### src/rtl/mips_pipe_pkg.sv
// -----------------------------------------------------------------------------
// mips_pipe_pkg
// Constants shared by the MIPS inter-stage pipeline registers.
//   WIDTH_DEFAULT : default payload width (instruction / PC / operand word)
//   DEPTH_MIN/MAX : legal range for the number of register stages
//   FLUSH_ALL     : flush mask that kills every stage of a maximal-depth chain
// -----------------------------------------------------------------------------
package mips_pipe_pkg;

    localparam int WIDTH_DEFAULT = 32;
    localparam int DEPTH_MIN     = 1;
    localparam int DEPTH_MAX     = 8;

    localparam logic [DEPTH_MAX-1:0] FLUSH_ALL = '1;

endpackage : mips_pipe_pkg

### src/rtl/pipe_stage_cell.sv
// -----------------------------------------------------------------------------
// pipe_stage_cell
// One stage of the elastic pipeline: a valid bit plus a payload register.
// Ports:
//   clk, rst_n  : pipeline clock, asynchronous active-low reset (valid only)
//   prev_valid  : valid of the older-side source (previous stage or input)
//   prev_data   : payload of the source
//   next_ready  : ready of the following stage (or out_ready for the last)
//   flush       : kill this stage's valid at the coming edge
//   ready       : this stage can load at the coming edge
//   valid       : registered valid
//   valid_nxt   : valid as it will be after the coming edge (post-flush)
//   data        : registered payload
// -----------------------------------------------------------------------------
module pipe_stage_cell
    import mips_pipe_pkg::*;
#(
    parameter int WIDTH = WIDTH_DEFAULT
) (
    input  logic             clk,
    input  logic             rst_n,
    input  logic             prev_valid,
    input  logic [WIDTH-1:0] prev_data,
    input  logic             next_ready,
    input  logic             flush,
    output logic             ready,
    output logic             valid,
    output logic             valid_nxt,
    output logic [WIDTH-1:0] data
);

    // Ready is derived from the pre-flush valid, so a flush never disturbs
    // the handshake seen by upstream; a beat loaded while flushed is dropped.
    always_comb begin
        ready     = !valid || next_ready;
        valid_nxt = ready ? prev_valid : valid;
        if (flush) begin
            valid_nxt = 1'b0;
        end
    end

    always_ff @(posedge clk or negedge rst_n) begin
        if (!rst_n) begin
            valid <= 1'b0;
        end else begin
            valid <= valid_nxt;
        end
    end

    // Payload is not reset; it is only meaningful while valid is set.
    always_ff @(posedge clk) begin
        if (ready && prev_valid) begin
            data <= prev_data;
        end
    end

endmodule : pipe_stage_cell

### src/rtl/elastic_pipe_reg.sv
// -----------------------------------------------------------------------------
// elastic_pipe_reg
// DEPTH-stage, WIDTH-bit elastic pipeline register chain with valid/ready
// handshake, bubble collapse and per-stage flush. Replaces the fixed
// inter-stage latches of the MIPS datapath.
// Ports:
//   clk, rst_n           : pipeline clock, asynchronous active-low reset
//   in_valid/in_data     : upstream beat;  in_ready : chain accepts it
//   out_valid/out_data   : oldest beat;    out_ready : downstream takes it
//   flush_mask[DEPTH]    : bit i kills stage i this cycle (0 = youngest)
//   occupancy[CNT_W]     : registered count of valid entries
// Build option:
//   ELASTIC_PIPE_SKID_EN : adds a one-entry skid buffer at the input so that
//                          in_ready comes straight from a flop; capacity is
//                          then DEPTH+1. Undefined: in_ready is combinational
//                          from out_ready through the ready chain.
// -----------------------------------------------------------------------------
module elastic_pipe_reg
    import mips_pipe_pkg::*;
#(
    parameter int WIDTH = WIDTH_DEFAULT,
    parameter int DEPTH = 2,
    parameter int CNT_W = 4
) (
    input  logic             clk,
    input  logic             rst_n,
    input  logic             in_valid,
    input  logic [WIDTH-1:0] in_data,
    output logic             in_ready,
    output logic             out_valid,
    output logic [WIDTH-1:0] out_data,
    input  logic             out_ready,
    input  logic [DEPTH-1:0] flush_mask,
    output logic [CNT_W-1:0] occupancy
);

    if (DEPTH < DEPTH_MIN || DEPTH > DEPTH_MAX) begin : g_bad_depth
        $error("elastic_pipe_reg: DEPTH out of range");
    end
    if ((1 << CNT_W) <= DEPTH + 1) begin : g_bad_cnt_w
        $error("elastic_pipe_reg: CNT_W too narrow for DEPTH");
    end

    logic [DEPTH:0]   ready;
    logic [DEPTH-1:0] valid;
    logic [DEPTH-1:0] valid_nxt;
    logic [WIDTH-1:0] data [DEPTH];
    logic             src_valid;
    logic [WIDTH-1:0] src_data;
    logic [CNT_W-1:0] skid_cnt;
    logic [CNT_W-1:0] cnt_nxt;

    assign ready[DEPTH] = out_ready;

`ifdef ELASTIC_PIPE_SKID_EN
    logic             skid_valid;
    logic             skid_valid_nxt;
    logic [WIDTH-1:0] skid_data;
    logic             skid_park;

    // A beat parks only when it is accepted while stage 0 is blocked.
    assign skid_park = !skid_valid && in_valid && !ready[0];
    assign in_ready  = !skid_valid;
    // The parked beat is older than anything on in_data, so it drains first.
    assign src_valid = skid_valid || in_valid;
    assign src_data  = skid_valid ? skid_data : in_data;

    always_comb begin
        skid_valid_nxt = skid_valid;
        if (skid_valid && ready[0]) begin
            skid_valid_nxt = 1'b0;
        end
        if (skid_park) begin
            skid_valid_nxt = 1'b1;
        end
        if (flush_mask[0]) begin
            skid_valid_nxt = 1'b0;
        end
    end

    always_ff @(posedge clk or negedge rst_n) begin
        if (!rst_n) begin
            skid_valid <= 1'b0;
        end else begin
            skid_valid <= skid_valid_nxt;
        end
    end

    always_ff @(posedge clk) begin
        if (skid_park) begin
            skid_data <= in_data;
        end
    end

    assign skid_cnt = CNT_W'(skid_valid_nxt);
`else
    assign in_ready  = ready[0];
    assign src_valid = in_valid;
    assign src_data  = in_data;
    assign skid_cnt  = '0;
`endif

    for (genvar i = 0; i < DEPTH; i++) begin : g_stage
        logic             prev_valid;
        logic [WIDTH-1:0] prev_data;

        if (i == 0) begin : g_head
            assign prev_valid = src_valid;
            assign prev_data  = src_data;
        end else begin : g_body
            assign prev_valid = valid[i-1];
            assign prev_data  = data[i-1];
        end

        pipe_stage_cell #(
            .WIDTH (WIDTH)
        ) u_cell (
            .clk        (clk),
            .rst_n      (rst_n),
            .prev_valid (prev_valid),
            .prev_data  (prev_data),
            .next_ready (ready[i+1]),
            .flush      (flush_mask[i]),
            .ready      (ready[i]),
            .valid      (valid[i]),
            .valid_nxt  (valid_nxt[i]),
            .data       (data[i])
        );
    end

    // Occupancy is the popcount of the post-edge (post-flush) valids.
    always_comb begin
        cnt_nxt = skid_cnt;
        for (int i = 0; i < DEPTH; i++) begin
            cnt_nxt = cnt_nxt + CNT_W'(valid_nxt[i]);
        end
    end

    always_ff @(posedge clk or negedge rst_n) begin
        if (!rst_n) begin
            occupancy <= '0;
        end else begin
            occupancy <= cnt_nxt;
        end
    end

    assign out_valid = valid[DEPTH-1];
    assign out_data  = data[DEPTH-1];

endmodule : elastic_pipe_reg

### config.mk
export PLATFORM = sky130hd
export DESIGN_NAME = elastic_pipe_reg
export DESIGN_NICKNAME = d
export VERILOG_FILES = /design/src/rtl/mips_pipe_pkg.sv /design/src/rtl/pipe_stage_cell.sv /design/src/rtl/elastic_pipe_reg.sv
export SDC_FILE = /design/constraint.sdc
export NUM_CORES = 1
export LEC_CHECK = 0
export CORE_ASPECT_RATIO = 1.25
export CORE_MARGIN = 4
export CORE_UTILIZATION = 45
export CTS_BUF_LIST = sky130_fd_sc_hd__clkbuf_2
export DETAILED_ROUTE_END_ITERATION = 12
export PLACE_DENSITY = 0.8
export SYNTH_ARGS = -nofsm -noshare
export SYNTH_HDL_FRONTEND = slang
export SYNTH_SLANG_ARGS = --single-unit
### constraint.sdc
create_clock -name clk -period 1.8 [get_ports clk]
set_input_delay 0.36 -clock clk [delete_from_list [all_inputs] [get_ports clk]]
set_output_delay 0.36 -clock clk [all_outputs]
set_load 0.01 [all_outputs]
==> tab_implementation.tex <==
\begin{tabular}{lr}
\hline
Metric & Value \\
\hline
\multicolumn{2}{l}{\textbf{Yosys}} \\
Synth area leader & sky130\_fd\_sc\_hd\_\_edfxtp\_1 \\
Yosys synthesis warning count & 0 \\
Avg Inst Size Synth & 26.5 um\^{}2 \\
Number of synthesized flops with an enable pin & 64 \\
Flip-flop and latch count after synthesis & 68 \\
Number of different library cells in the post-synthesis netlist & 12 \\
Synth top area share & 90.8\% \\
Ranking of synthesized cells by area & sky130\_fd\_sc\_hd\_\_edfxtp\_1 91\%, sky130\_fd\_sc\_hd\_\_dfrtp\_1 4.7\%, sky130\_fd\_sc\_hd\_\_nand3b\_4 0.95\% \\
Syn Inst Count & 80 \\
Most frequent cells after synthesis & 64 x sky130\_fd\_sc\_hd\_\_edfxtp\_1, 4 x sky130\_fd\_sc\_hd\_\_dfrtp\_1, 2 x sky130\_fd\_sc\_hd\_\_buf\_4, 2 x sky130\_fd\_sc\_hd\_\_inv\_1 \\
Prevailing post-synth register cell & sky130\_fd\_sc\_hd\_\_edfxtp\_1 \\
Fraction of registers with async set/reset & 5.88\% \\
Netlist Area Pre-Place & 2120 um\^{}2 \\
Sequential share of the synthesized area & 95.5\% \\
Most common cell in the netlist & sky130\_fd\_sc\_hd\_\_edfxtp\_1 \\
\multicolumn{2}{l}{\textbf{Floorplan}} \\
Height of the chip & 84.7 um \\
Count of pins on the block boundary & 76 \\
Die Footprint & 5870 um\^{}2 \\
Initial core utilization & 47.1\% \\
FP Rows & 27 \\
Chip Width & 69.4 um \\
Core Region & 4490 um\^{}2 \\
\multicolumn{2}{l}{\textbf{Drt}} \\
Wire per inst & 15.4 um \\
Antenna Violating Nets Remaining & 0 \\
Violation count after the first detailed-routing iteration & 51 \\
First-pass iteration count of the detailed router & 4 \\
Final Routed Wirelength & 3.57 mm \\
DR vias/cell & 4.44 \\
Total number of vias & 1030 \\
Number of DRC violations after detailed routing & 0 \\
\multicolumn{2}{l}{\textbf{Run status}} \\
Result of the run & finished, final reports clean \\
\multicolumn{2}{l}{\textbf{Global route}} \\
Antenna violations before repair & 0 \\
Total congestion overflow after global routing & 0 \\
Pin count of the biggest net entering global routing & 18 \\
Number of global-route vias before repair & 1081 \\
First-pass GRT wire length & 5.38 mm \\
Combined global-route utilization of all metal layers & 12.7\% \\
\multicolumn{2}{l}{\textbf{Clocking}} \\
Clk sink count & 68 \\
Clock transition at path regs & 0.16 ns \\
Clock tree from TritonCTS & yes \\
Buffer type at the clock tree root & sky130\_fd\_sc\_hd\_\_clkbuf\_2 \\
Number of H-tree levels & 3 \\
Worst skew pair latency & 0.46 ns \\
Hold buffer count at cts & 0 \\
TritonCTS buffer count & 9 \\
Clock Tree Buf Depth & 2 \\
\multicolumn{2}{l}{\textbf{Pwr}} \\
Static leakage & 1.33 nW \\
Power Total & 0.00286 W \\
PD cells & 905 nW/um\^{}2 \\
Worst-case vdd ir drop & 0.000667 V \\
\multicolumn{2}{l}{\textbf{Placed design}} \\
HPWL reported at the end of detailed placement & 2.68 mm \\
Final estimated routing congestion in global placement & 0.717 \\
Quantity of I/O buffers inserted on ports & 73 \\
Cell total after placement & 216 \\
Placed cell area & 3000 um\^{}2 \\
\multicolumn{2}{l}{\textbf{STA}} \\
Worst hold slack after final layout & 0.0869 ns \\
Count of final setup violators & 0 \\
Fin crit share & 94.3\% \\
Upper clock frequency limit & 0.589 GHz \\
Count of final max-slew check failures & 0 \\
Number of failing hold endpoints at the final stage & 0 \\
Unrepaired setup endpoints after global routing & false \\
Maximum clock skew at final layout & 0.0211 ns \\
Minimum clock period & 1.70 ns \\
\multicolumn{2}{l}{\textbf{Setup path}} \\
Capture instance of the worst register-to-register path & g\_stage[0].u\_cell.data[19] \\
Critical path endpoint category & output pin \\
CP arrival & 1.34 ns \\
Startpoint of the most critical register-to-register path & g\_stage[1].u\_cell.valid \\
Worst path bufs/invs & 1 \\
Worst-path fanout max & 1 \\
Worst endpoint required time & 1.44 ns \\
Reg2Reg Setup Slack & 0.45 ns \\
Cell family with the largest share of critical-path delay & buffers and inverters \\
Critical Setup Path Class & flop to output pin \\
Cell-by-cell listing of the critical path & clkdlybuf4s50\_1 \\
Worst reg2reg path depth & 5 \\
Critical Path Source Type & flop \\
Slowest cell on the critical path & sky130\_fd\_sc\_hd\_\_clkdlybuf4s50\_1 \\
Maximum single-stage delay on the critical path & 0.54 ns \\
\multicolumn{2}{l}{\textbf{Finish}} \\
Ant. Diodes & 0 \\
P\&R area growth vs syn & 49.4\% \\
Fraction of layout cells with a size suffix above 1 & 14.4\% \\
Finished Cell Area & 3160 um\^{}2 \\
Storage element area & 2020 um\^{}2 \\
Final Net Count & 209 \\
Filler cell count & 281 \\
Layout Utilization & 70.4\% \\
Multi-input logic area & 76.3 um\^{}2 \\
Final instance count without filler cells & 232 \\
\multicolumn{2}{l}{\textbf{Min path}} \\
Worst Hold Class & input pin to async pin \\
\multicolumn{2}{l}{\textbf{Run}} \\
Number of max-cap violations & 0 \\
\hline
\end{tabular}
-- sequential cells by signal, indices dropped and copies added, names as in the netlist --
signal	count
occupancy	2
g_stage.u_cell.valid	2
g_stage.u_cell.data	64
-- metal layers --
| metal | global-route usage (%) | share of wire (%) | wire [um] | vias up |
|---|---|---|---|---|
| met2 | 22.2 | 55 | 1960 | 54 |
| li1 | - | - | - | 484 |
| met5 | 0 | 0 | 0 | - |
| met3 | 7.31 | 9.3 | 333 | 5 |
| met4 | 5.86 | 1.2 | 42 | 0 |
| met1 | 11.9 | 35 | 1240 | 487 |
-- power breakdown --
group | switching (W) | internal, W | leakage [nW] | total, W
Combinational | 0.0000893 | 0.000152 | 0.599 | 0.000241
Sequential | 0.0000203 | 0.00182 | 0.665 | 0.00184
Clock | 0.000474 | 0.000302 | 0.0650 | 0.000776
Total | 0.000584 | 0.00228 | 1.33 | 0.00286
-- metrics by stage --
step	setup TNS (ns)	setup WS, ns
final	0	0.102
after global routing	0	0.000213
after CTS	0	0.00485
after detailed placement	-0.0748	-0.0748
after global placement	-0.0450	-0.0450
after floorplan	0	0.396
-- placed cells by master (no fill, tap or decap), drive strengths merged --
| cell | synthesis | routed |
|---|---|---|
| edfxtp | 64 | 64 |
| clkdlybuf4s50 | 0 | 52 |
| dlymetal6s2s | 0 | 20 |
| clkbuf | 0 | 9 |
| buf | 2 | 7 |
| dfrtp | 4 | 4 |
| clkinv | 0 | 4 |
| inv | 2 | 2 |
| conb | 1 | 2 |
| a21oi | 2 | 2 |
| and2 | 2 | 2 |
| nand2b | 1 | 1 |
| nand3b | 1 | 1 |
| ha | 1 | 1 |
| bufinv | 0 | 1 |
| clkinvlp | 0 | 1 |
| clkdlybuf4s15 | 0 | 1 |
-- layout make-up --
type,count,share of cell area [%]
clock inverter,6,1.78
inverter,2,0.237
multi-input combinational,9,2.41
timing repair buffer,80,27.9
sequential,68,63.9
tap,58,2.29
clock buffer,9,1.42
-- how the worst max path moves through the flow --
stage / end / from / slack [ns] / cells after the start
after global placement: in_ready / out_ready / -0.04 / 3
after floorplan: g_stage[1].u_cell.data[0] / g_stage[1].u_cell.valid / 0.40 / 2
after detailed placement: in_ready / out_ready / -0.07 / 3
after CTS: out_valid / g_stage[1].u_cell.valid / 0.005 / 1
after global routing: in_ready / g_stage[1].u_cell.valid / 0.0002 / 3
final: out_data[16] / g_stage[1].u_cell.data[16] / 0.10 / 1
-- what timing repair did --
item | CTS | global route
setup endpoints to repair | 2 | 21
resized for setup | 1 | 21
setup buffers | 1 | 0
-- logic make-up (layout without fill, tap and decap cells) --
kind of cell	after synthesis	in the layout	share of synthesized area [%]
DFF	68	68	95.5
and+or+nand+nor	4	4	2.01
buffers and inverters	4	97	1.06
AOI/OAI and AO/OA	2	2	0.650
adders and majority gates	1	1	0.591
other	1	2	0.177
Note: power is estimated with default switching activity, not from simulation.
